$ cat config.mk
export PLATFORM = sky130hd
export DESIGN_NAME = sick_encoder
export DESIGN_NICKNAME = d
export VERILOG_FILES = /design/src/rtl/sick_encoder.sv
export SDC_FILE = /design/constraint.sdc
export NUM_CORES = 1
export LEC_CHECK = 0
export ABC_AREA = 1
export CAP_MARGIN = 10
export CORE_MARGIN = 5
export CORE_UTILIZATION = 25
export CTS_BUF_LIST = sky130_fd_sc_hd__clkbuf_8 sky130_fd_sc_hd__clkbuf_16
export DETAILED_ROUTE_END_ITERATION = 12
export SLEW_MARGIN = 30
export SYNTH_ARGS = -nofsm -noshare
export SYNTH_HDL_FRONTEND = slang
export SYNTH_SLANG_ARGS = --single-unit
export TNS_END_PERCENT = 10
$ cat constraint.sdc
create_clock -name clk -period 3.9 [get_ports clk]
set_input_delay 1.17 -clock clk [delete_from_list [all_inputs] [get_ports clk]]
set_output_delay 1.17 -clock clk [all_outputs]
set_load 0.05 [all_outputs]
$ cat src/rtl/sick_encoder.sv
// sick_encoder
//   Streaming instruction encoder for the Sick stack ISA. Converts
//   (kind, value) requests into 16-bit instruction words, inserting a Pre
//   prefix word when the operand's top nibble cannot be implied, and tags
//   every emitted word with its instruction-memory address.
//
// Ports
//   clk        in   rising-edge clock
//   reset      in   asynchronous active-high reset
//   org_load   in   load address counter from org_addr (IDLE only)
//   org_addr   in   [15:0] new emission address
//   in_valid   in   request present
//   in_ready   out  request accepted on in_valid && in_ready
//   in_kind    in   [3:0] request kind
//   in_value   in   [15:0] operand (subop in [3:0] for kind 0)
//   out_valid  out  out_word valid
//   out_ready  in   consumer takes word on out_valid && out_ready
//   out_word   out  [15:0] encoded instruction word
//   out_addr   out  [15:0] memory address of out_word
//   err        out  sticky illegal-request flag
module sick_encoder (
  input  logic        clk,
  input  logic        reset,
  input  logic        org_load,
  input  logic [15:0] org_addr,
  input  logic        in_valid,
  output logic        in_ready,
  input  logic [3:0]  in_kind,
  input  logic [15:0] in_value,
  output logic        out_valid,
  input  logic        out_ready,
  output logic [15:0] out_word,
  output logic [15:0] out_addr,
  output logic        err
);

  typedef enum logic [1:0] {
    IDLE     = 2'd0,
    EMIT_PRE = 2'd1,
    EMIT_OP  = 2'd2
  } state_e;

  state_e      state_q, state_d;
  logic [15:0] addr_q, addr_d;
  logic [15:0] word_q, word_d;
  logic [15:0] op_q, op_d;
  logic        err_q, err_d;

  logic [15:0] base_addr;
  logic [15:0] exec_pc;

  function automatic logic is_legal(input logic [3:0] kind, input logic [15:0] value);
    logic ok;
    ok = 1'b0;
    case (kind)
      4'h0:                      ok = (value[15:4] == 12'h000) && (value[3:0] <= 4'hb);
      4'h1, 4'h4, 4'h5,
      4'h6, 4'h7:                ok = 1'b1;
      4'h8, 4'h9, 4'ha:          ok = (value[15:8] == 8'h00);
      default:                   ok = 1'b0;
    endcase
    return ok;
  endfunction

  // Push sign-extends from bit 11; control transfers inherit the top nibble
  // of the pc the processor holds when the instruction executes.
  function automatic logic needs_pre(input logic [3:0] kind, input logic [15:0] value,
                                     input logic [15:0] pc);
    logic pre;
    pre = 1'b0;
    case (kind)
      4'h1:                      pre = (value[15:12] != {4{value[11]}});
      4'h4, 4'h5, 4'h6, 4'h7:    pre = (value[15:12] != pc[15:12]);
      default:                   pre = 1'b0;
    endcase
    return pre;
  endfunction

  function automatic logic [15:0] enc_op(input logic [3:0] kind, input logic [15:0] value);
    logic [15:0] w;
    case (kind)
      4'h8, 4'h9, 4'ha:          w = {kind, 4'h0, value[7:0]};
      4'h0:                      w = {12'h000, value[3:0]};
      default:                   w = {kind, value[11:0]};
    endcase
    return w;
  endfunction

  assign base_addr = org_load ? org_addr : addr_q;
  assign exec_pc   = base_addr + 16'd1;

  always_comb begin
    state_d = state_q;
    addr_d  = addr_q;
    word_d  = word_q;
    op_d    = op_q;
    err_d   = err_q;
    case (state_q)
      IDLE: begin
        if (org_load) addr_d = org_addr;
        if (in_valid) begin
          if (!is_legal(in_kind, in_value)) begin
            // Illegal requests are swallowed; only the sticky flag records them.
            err_d = 1'b1;
          end else begin
            op_d = enc_op(in_kind, in_value);
            if (needs_pre(in_kind, in_value, exec_pc)) begin
              word_d  = {4'hb, 8'h00, in_value[15:12]};
              state_d = EMIT_PRE;
            end else begin
              word_d  = enc_op(in_kind, in_value);
              state_d = EMIT_OP;
            end
          end
        end
      end
      EMIT_PRE: begin
        if (out_ready) begin
          addr_d  = addr_q + 16'd1;
          word_d  = op_q;
          state_d = EMIT_OP;
        end
      end
      EMIT_OP: begin
        if (out_ready) begin
          addr_d  = addr_q + 16'd1;
          state_d = IDLE;
        end
      end
      default: state_d = IDLE;
    endcase
  end

  always_ff @(posedge clk or posedge reset) begin
    if (reset) begin
      state_q <= IDLE;
      addr_q  <= 16'h0000;
      word_q  <= 16'h0000;
      op_q    <= 16'h0000;
      err_q   <= 1'b0;
    end else begin
      state_q <= state_d;
      addr_q  <= addr_d;
      word_q  <= word_d;
      op_q    <= op_d;
      err_q   <= err_d;
    end
  end

  // Handshake outputs decode straight from state so an asynchronous reset
  // drops them in the same cycle it is asserted.
  assign in_ready  = (state_q == IDLE) && !reset;
  assign out_valid = (state_q != IDLE);
  assign out_word  = word_q;
  assign out_addr  = addr_q;
  assign err       = err_q;

endmodule

==> summary.md, run 1 <==
| Metric | Value |
|---|---|
| Die W | approximately 130 µm |
| Critical Path Start Type | primary input |
| Min Hold Slack | between 0.4 and 0.5 ns |
| Total CTS buffers | 5 |
| WS Path Type | in2reg |
| R2R cell count | 9 |
| Hold path depth | 2 |
| Routed met3 length | 524 µm |
| FMAX | 299 MHz |
| Final instance area | 4530 µm² |
| Worst vdd ir | 0.000259 V |
| Syn. warnings | 0 |
| Cts hold-fix bufs | 0 |
| All-Layer GR Usage | 12.2% |
| Final RePlAce weighted congestion | 0.863 |
| CP required | approximately 4.1 ns |
| Die height | approximately 130 µm |
| Post-detail-place hpwl | 7610 µm |
| Top post-synthesis cells by area | dfrtp_1 (37%), nand2_1 (14%), inv_1 (7.4%) |
| Pre-CTS WS | 0.246 ns |
| Via/cell ratio | 4.49 |
| Final period utilization | a little under nine tenths |
| Initial antenna violation count | 0 |
| Ant. Diodes | 0 |
| Critical path endpoint category | register |
| Synth top area share | 37.2% |
| Root Buffer | clkbuf_16 |
| Cells after synthesis | 486 |
| Largest net degree at the start of global routing | 32 |
| Synthesized area | 3430 µm² |
| PD cells | between 800 and 900 nW/µm² |
| CP max FO | 18 |
| Synthesized flop and latch total | between 50 and 60 |
| Vias in the first global route | 3,243 |
| # IOs | 76 |
| Final Skew | between 0.004 and 0.005 ns |
| CTS tree | built |
| Layout fillers | 1,422 |
| Post-CTS resize count | 0 |
| Setup bufs post-CTS | 0 |
| Final hold violations | 0 |
| Met1 Wirelength | approximately 4500 µm |
| Hold/Removal Path Class | reg2reg |
| H-tree depth | 2 |
| Clock Sinks | 51 |
| Initial DRC count | 270 |
| Remaining Overflow, GRT | 0 |
| Per-cell routed wire length | 13.3 µm |
| Status | complete, no violations |
| Worst slew margin | 53.3% |
| Nets | 606 |
| Max-cap violations | 0 |
| Maximum clock insertion buffer count | 2 |
| DP Area | 4370 µm² |
| Die area | 16,200 µm² |
| Antenna Violating Nets Remaining | 0 |
| Syn avg cell area | 7.06 µm² |
| Final setup violation count | 0 |
| Min setup slack post-route | roughly 0.55 ns |
| Worst endpoint data arrival time | 3.54 ns |
| Layout cell share with drive strength beyond 1 | around 11% |
| Final min period | approximately 3.3 ns |
| Commonest non-fill, non-tap cell in the layout | nand2_1 |
| Most frequent cells in the layout | nand2_1 (124), clkdlybuf4s50_1 (74), inv_1 (67) |
| Register area share after synthesis | 37.2% |
| Worst skew pair latency | 0.30 ns |
| Top layer reached by signal wires | met4 |
| Post-Syn Nets | 531 |
| DR WL met2 | between 4000 and 5000 µm |
| Initial Util | 25.7% |
| Synthesis-to-layout area growth | 31.9% |
| Max-slew violations | 0 |
| TNS Setup | 0 ns |
| Leak | 2.20 nW |
| Yosys top cell by area | dfrtp_1 |
| Final wirelength | ~9800 µm |
| Slew @ Worst Pin | 0.699 ns |
| Clock transition at path regs | 0.07 ns |
| First-pass GRT wire length | about 16,000 µm |
| Site Rows | 42 |
| Drt drc | 0 |
| Count of unique library cells instantiated by Yosys | 33 |
| RSZ-0062 raised after global routing | no |
| Core Footprint | 13,300 µm² |
| Port Buf Inserts | 75 |
| Drt pass-1 iters | 5 |
| Vias | 3,313 |
routing by layer:
| metal | vias up | global-route usage (%) |
|---|---|---|
| met4 | 0 | 4.35 |
| met3 | 10 | 2.92 |
| met1 | 1542 | 15.8 |
| li1 | 1701 | - |
| met5 | - | 0 |
| met2 | 60 | 19.9 |
cells in the mapped netlist:
master     number
o21bai_1        1
ha_1            4
o211ai_1        6
inv_2           1
nand4_1         1
nor4_1          2
nand2_2        25
o22ai_2         1
a22oi_1         1
buf_6           3
a21oi_1        23
nor2_1         38
o311ai_0        1
buf_12          1
o21ai_1         2
clkbuf_1       13
nand3_1        32
nor3_1          9
nand3b_1        3
nand3_2         2
nor2_2          8
dfrtp_1        51
o31ai_1         5
inv_1          68
o22ai_1         7
nand2_4         1
o21ai_0        28
nor2_4          4
xor2_1          9
nand2_1       124
nand2_8         1
clkinv_1        3
a2bb2oi_1       8
sequential cells by signal, indices dropped and copies added, names as in the netlist:
name / cells
out_word: 16
out_addr: 16
state_q: 2
err: 1
op_q: 16
metrics by stage:
stage | instances | util [%] | power, mW
finish | 738 | 33.9 | 3.86
global route | 738 | 33.9 | 4.17
CTS | 738 | 33.9 | 3.90
detailed placement | 730 | 32.8 | 3.42
global placement | 730 | 32.8 | 3.39
floorplan | 486 | - | 2.67
cells by family (layout without fill, tap and decap cells):
| group | Yosys count | count (layout) | synth area share, % |
|---|---|---|---|
| fa+ha+maj | 4 | 4 | 1.46 |
| simple gates | 250 | 250 | 33.7 |
| buf+inv | 89 | 165 | 10.9 |
| compound gates | 83 | 83 | 14.5 |
| flops | 51 | 51 | 37.2 |
| xor+xnor | 9 | 9 | 2.30 |
final timing paths:
kind | from | endpoint | slack, ns
max in group asynchronous | reset | op_q[14] | 1.91
hold reg to reg | op_q[6] | op_q[6] | 0.49
setup reg to reg | state_q[1] | out_word[10] | 1.39
setup / recovery | org_load | out_word[15] | 0.55
hold / removal | op_q[6] | op_q[6] | 0.49
min in group asynchronous | reset | out_addr[7] | 1.33
critical path: stages:
cell and delay (ns):
clkdlybuf4s50_1 0.60, inv_2 0.17, nand2_1 0.10, nand2_1 0.08, nor2_2 0.15, nand2_2 0.11
nor2_4 0.14, nand2_1 0.06, nand2_1 0.05, nand2_1 0.05, nand2_1 0.08, nand2_1 0.05
nand2_1 0.08, nand2_2 0.06, nor2_4 0.09, nand2_4 0.09, nand2_8 0.15, nand3_1 0.09
nand2_1 0.09, nand2_1 0.06
final cells by class:
| class | count | area (µm²) | area share [%] |
|---|---|---|---|
| clock inverter | 2 | 13.8 | 0.304 |
| tap | 176 | 220 | 4.86 |
| timing repair buffer | 85 | 823 | 18.2 |
| sequential | 51 | 1280 | 28.2 |
| clock buffer | 6 | 139 | 3.07 |
| multi-input combinational | 346 | 1780 | 39.4 |
| inverter | 72 | 270 | 5.97 |
power breakdown:
| group | internal, mW | switching (mW) | total, mW |
|---|---|---|---|
| combinational | 0.815 | 1.60 | 2.41 |
| sequential | 0.802 | 0.186 | 0.988 |
| clock | 0.257 | 0.206 | 0.463 |
| total | 1.87 | 1.99 | 3.86 |
(Power assumes the default switching activity.)
==> run 2: changes to the inputs <==
==> constraint.sdc (replaced) <==
create_clock -name clk -period 3.9 [get_ports clk]
set_input_delay 0.78 -clock clk [delete_from_list [all_inputs] [get_ports clk]]
set_output_delay 0.78 -clock clk [all_outputs]
set_load 0.05 [all_outputs]
==> run 2 against run 1 <==
Net effect: critical path depth shrank 2; maximum frequency grew 4.2%; via count is the same; register-to-register slack is essentially flat; wire length grew 1.5%; sequential share of layout area grew 0.12 points; clock-buffer cell count is the same; critical endpoint is now out_word[13]; first-iteration DRC count shrank 33%; flip-flop and latch count is the same.
==> summary.md, run 2 (same netlist as run 1, synthesis figures left out) <==
| Metric | Value |
|---|---|
| Status | complete, no violations |
| Nets | 603 |
| Port Buf Inserts | 75 |
| Max-slew violations | 0 |
| Cts hold-fix bufs | 0 |
| Vias | about 3,300 |
| Maximum clock insertion buffer count | 2 |
| Layout fillers | 1,411 |
| First-pass GRT wire length | 16,700 µm |
| Final hold violations | 0 |
| Slowest CP cell | clkdlybuf4s50_1 |
| Worst Path Buf+Inv | 2 |
| Initial DRC count | about 180 |
| RSZ-0062 raised after global routing | no |
| Cell mode on critical path | nand2_1 |
| Root Buffer | clkbuf_16 |
| Critical Path Start Type | primary input |
| Worst vdd ir | roughly 0.00027 V |
| Final RePlAce weighted congestion | 0.882 |
| Hold/Removal Path Class | reg2reg |
| Total CTS buffers | 5 |
| Remaining Overflow, GRT | 0 |
| FMAX | 311 MHz |
| Post-CTS resize count | 0 |
| R2r setup slk | 1.39 ns |
| Hold Crit Start | out_word[15] |
| Initial Util | 25.7% |
| Setup bufs post-CTS | 0 |
| Worst endpoint data arrival time | between 3 and 4 ns |
| Worst path max stage delay | 0.73 ns |
| Hold endpoint | out_word[15] |
| Total power | 3.86 mW |
| Worst slew margin | 46.0% |
| Ant. Diodes | 0 |
| R2R cell count | 8 |
| Per-cell routed wire length | 13.5 µm |
| Site Rows | 42 |
| Initial antenna violation count | 0 |
| # IOs | 76 |
| CP required | 4.09 ns |
| Largest net degree at the start of global routing | 39 |
| Worst path top cell family by delay | simple AND/OR/NAND/NOR gates |
| Post-detail-place hpwl | 7670 µm |
| Commonest non-fill, non-tap cell in the layout | nand2_1 |
| All-Layer GR Usage | 12.6% |
| Die height | 127 µm |
| Final Skew | 0.00321 ns |
| Drt drc | 0 |
| Die area | 16,200 µm² |
| Synthesis-to-layout area growth | 31.3% |
| Clock Sinks | 51 |
| Most frequent cells in the layout | nand2_1 (124), clkdlybuf4s50_1 (75), inv_1 (67) |
| Drt pass-1 iters | 4 |
| Final wirelength | 9960 µm |
| Worst skew pair latency | approximately 0.3 ns |
| Final period utilization | 82.3% |
| Via/cell ratio | 4.51 |
| Final setup violation count | 0 |
| CP max FO | 18 |
| Layout cell share with drive strength beyond 1 | a little over a tenth |
| Critical R2R Launch | state_q[1] |
| Leak | 2.18 nW |
| Core Footprint | between 10,000 and 15,000 µm² |
| Clock transition at path regs | 0.07 ns |
| Die W | 127 µm |
| Final min period | around 3.2 ns |
| CTS tree | built |
| WS Path Type | in2reg |
| H-tree depth | 2 |
| Max-cap violations | 0 |
| Crit path cell chain | clkdlybuf4s50_1, inv_2, nand2_1, nand2_1, nor2_2, nand2_2, nor2_4, nand3_1, nand3_1, nand2_1, nand2_1, nand2_1, nor2_2, nand2_4, nand2_8, nand3_1, nand2_1, nand2_1 |
| Antenna Violating Nets Remaining | 0 |
| Hold path depth | 2 |
| Critical path endpoint category | register |
| Vias in the first global route | ~3,400 |
| TNS Setup | 0 ns |
| FF-to-FF End | out_addr[7] |
| PD cells | 855 nW/µm² |
| Slew @ Worst Pin | 0.809 ns |
[run 2: cell count changes in the layout (fill, tap and decap cells not counted), sizes merged]
cell | before | now
clkdlybuf4s50 | 74 | 75
clkinv | 4 | 5
inv | 70 | 69
buf | 11 | 7
[run 2: final cells by class]
type,instances,area [µm²],share of cell area (%)
Tap cell,176,220,4.88
Timing Repair Buffer,82,803,17.8
Clock buffer,6,139,3.08
Clock inverter,2,13.8,0.305
Sequential cell,51,1280,28.3
Multi-Input combinational cell,346,1780,39.6
Inverter,72,272,6.02
[run 2: through the flow]
| step | setup slack [ns] | utilization, % | cell area (µm²) | instances | hold WS [ns] |
|---|---|---|---|---|---|
| 2_1_floorplan | 1.45 | - | 3430 | 486 | 0.452 |
| 3_3_place_gp | 0.424 | 32.6 | 4350 | 727 | 0.467 |
| 3_5_place_dp | 0.370 | 32.6 | 4350 | 727 | 0.469 |
| 4_1_cts | 0.675 | 33.8 | 4510 | 735 | 0.488 |
| 5_1_grt | 0.420 | 33.8 | 4510 | 735 | 0.527 |
| 6_report | 0.689 | 33.8 | 4510 | 735 | 0.482 |
[run 2: worst max-delay path by stage]
stage,cells past startpoint,start,end
finish,18,org_load,out_word[13]
global route,20,org_load,out_word[15]
CTS,18,org_load,out_word[15]
detailed placement,18,org_load,out_word[15]
global placement,18,org_load,out_word[15]
floorplan,19,org_load,state_q[1]
[run 2: worst reg2reg max path, cell delays in order (launching register included)]
cell     delay [ns]
dfrtp_1        0.35
inv_1          0.08
ha_1           0.53
nand2_1        0.30
nand2_1        0.69
inv_1          0.20
a21oi_1        0.15
o21ai_0        0.09
inv_1          0.06
[run 2: layer usage]
| metal | up-vias | wire length [µm] | global-route usage [%] |
|---|---|---|---|
| met4 | 0 | 144 | 3.72 |
| li1 | 1694 | - | - |
| met2 | 71 | 4740 | 21.4 |
| met1 | 1539 | 4590 | 16.1 |
| met5 | - | 0 | 0 |
| met3 | 9 | 483 | 2.92 |
[run 2: report_power, final]
part	total, mW	switching (mW)	leakage [nW]	internal, mW
combinational	2.39	1.59	1.49	0.803
clock	0.467	0.210	0.0772	0.257
sequential	0.995	0.193	0.612	0.802
total	3.86	1.99	2.18	1.86
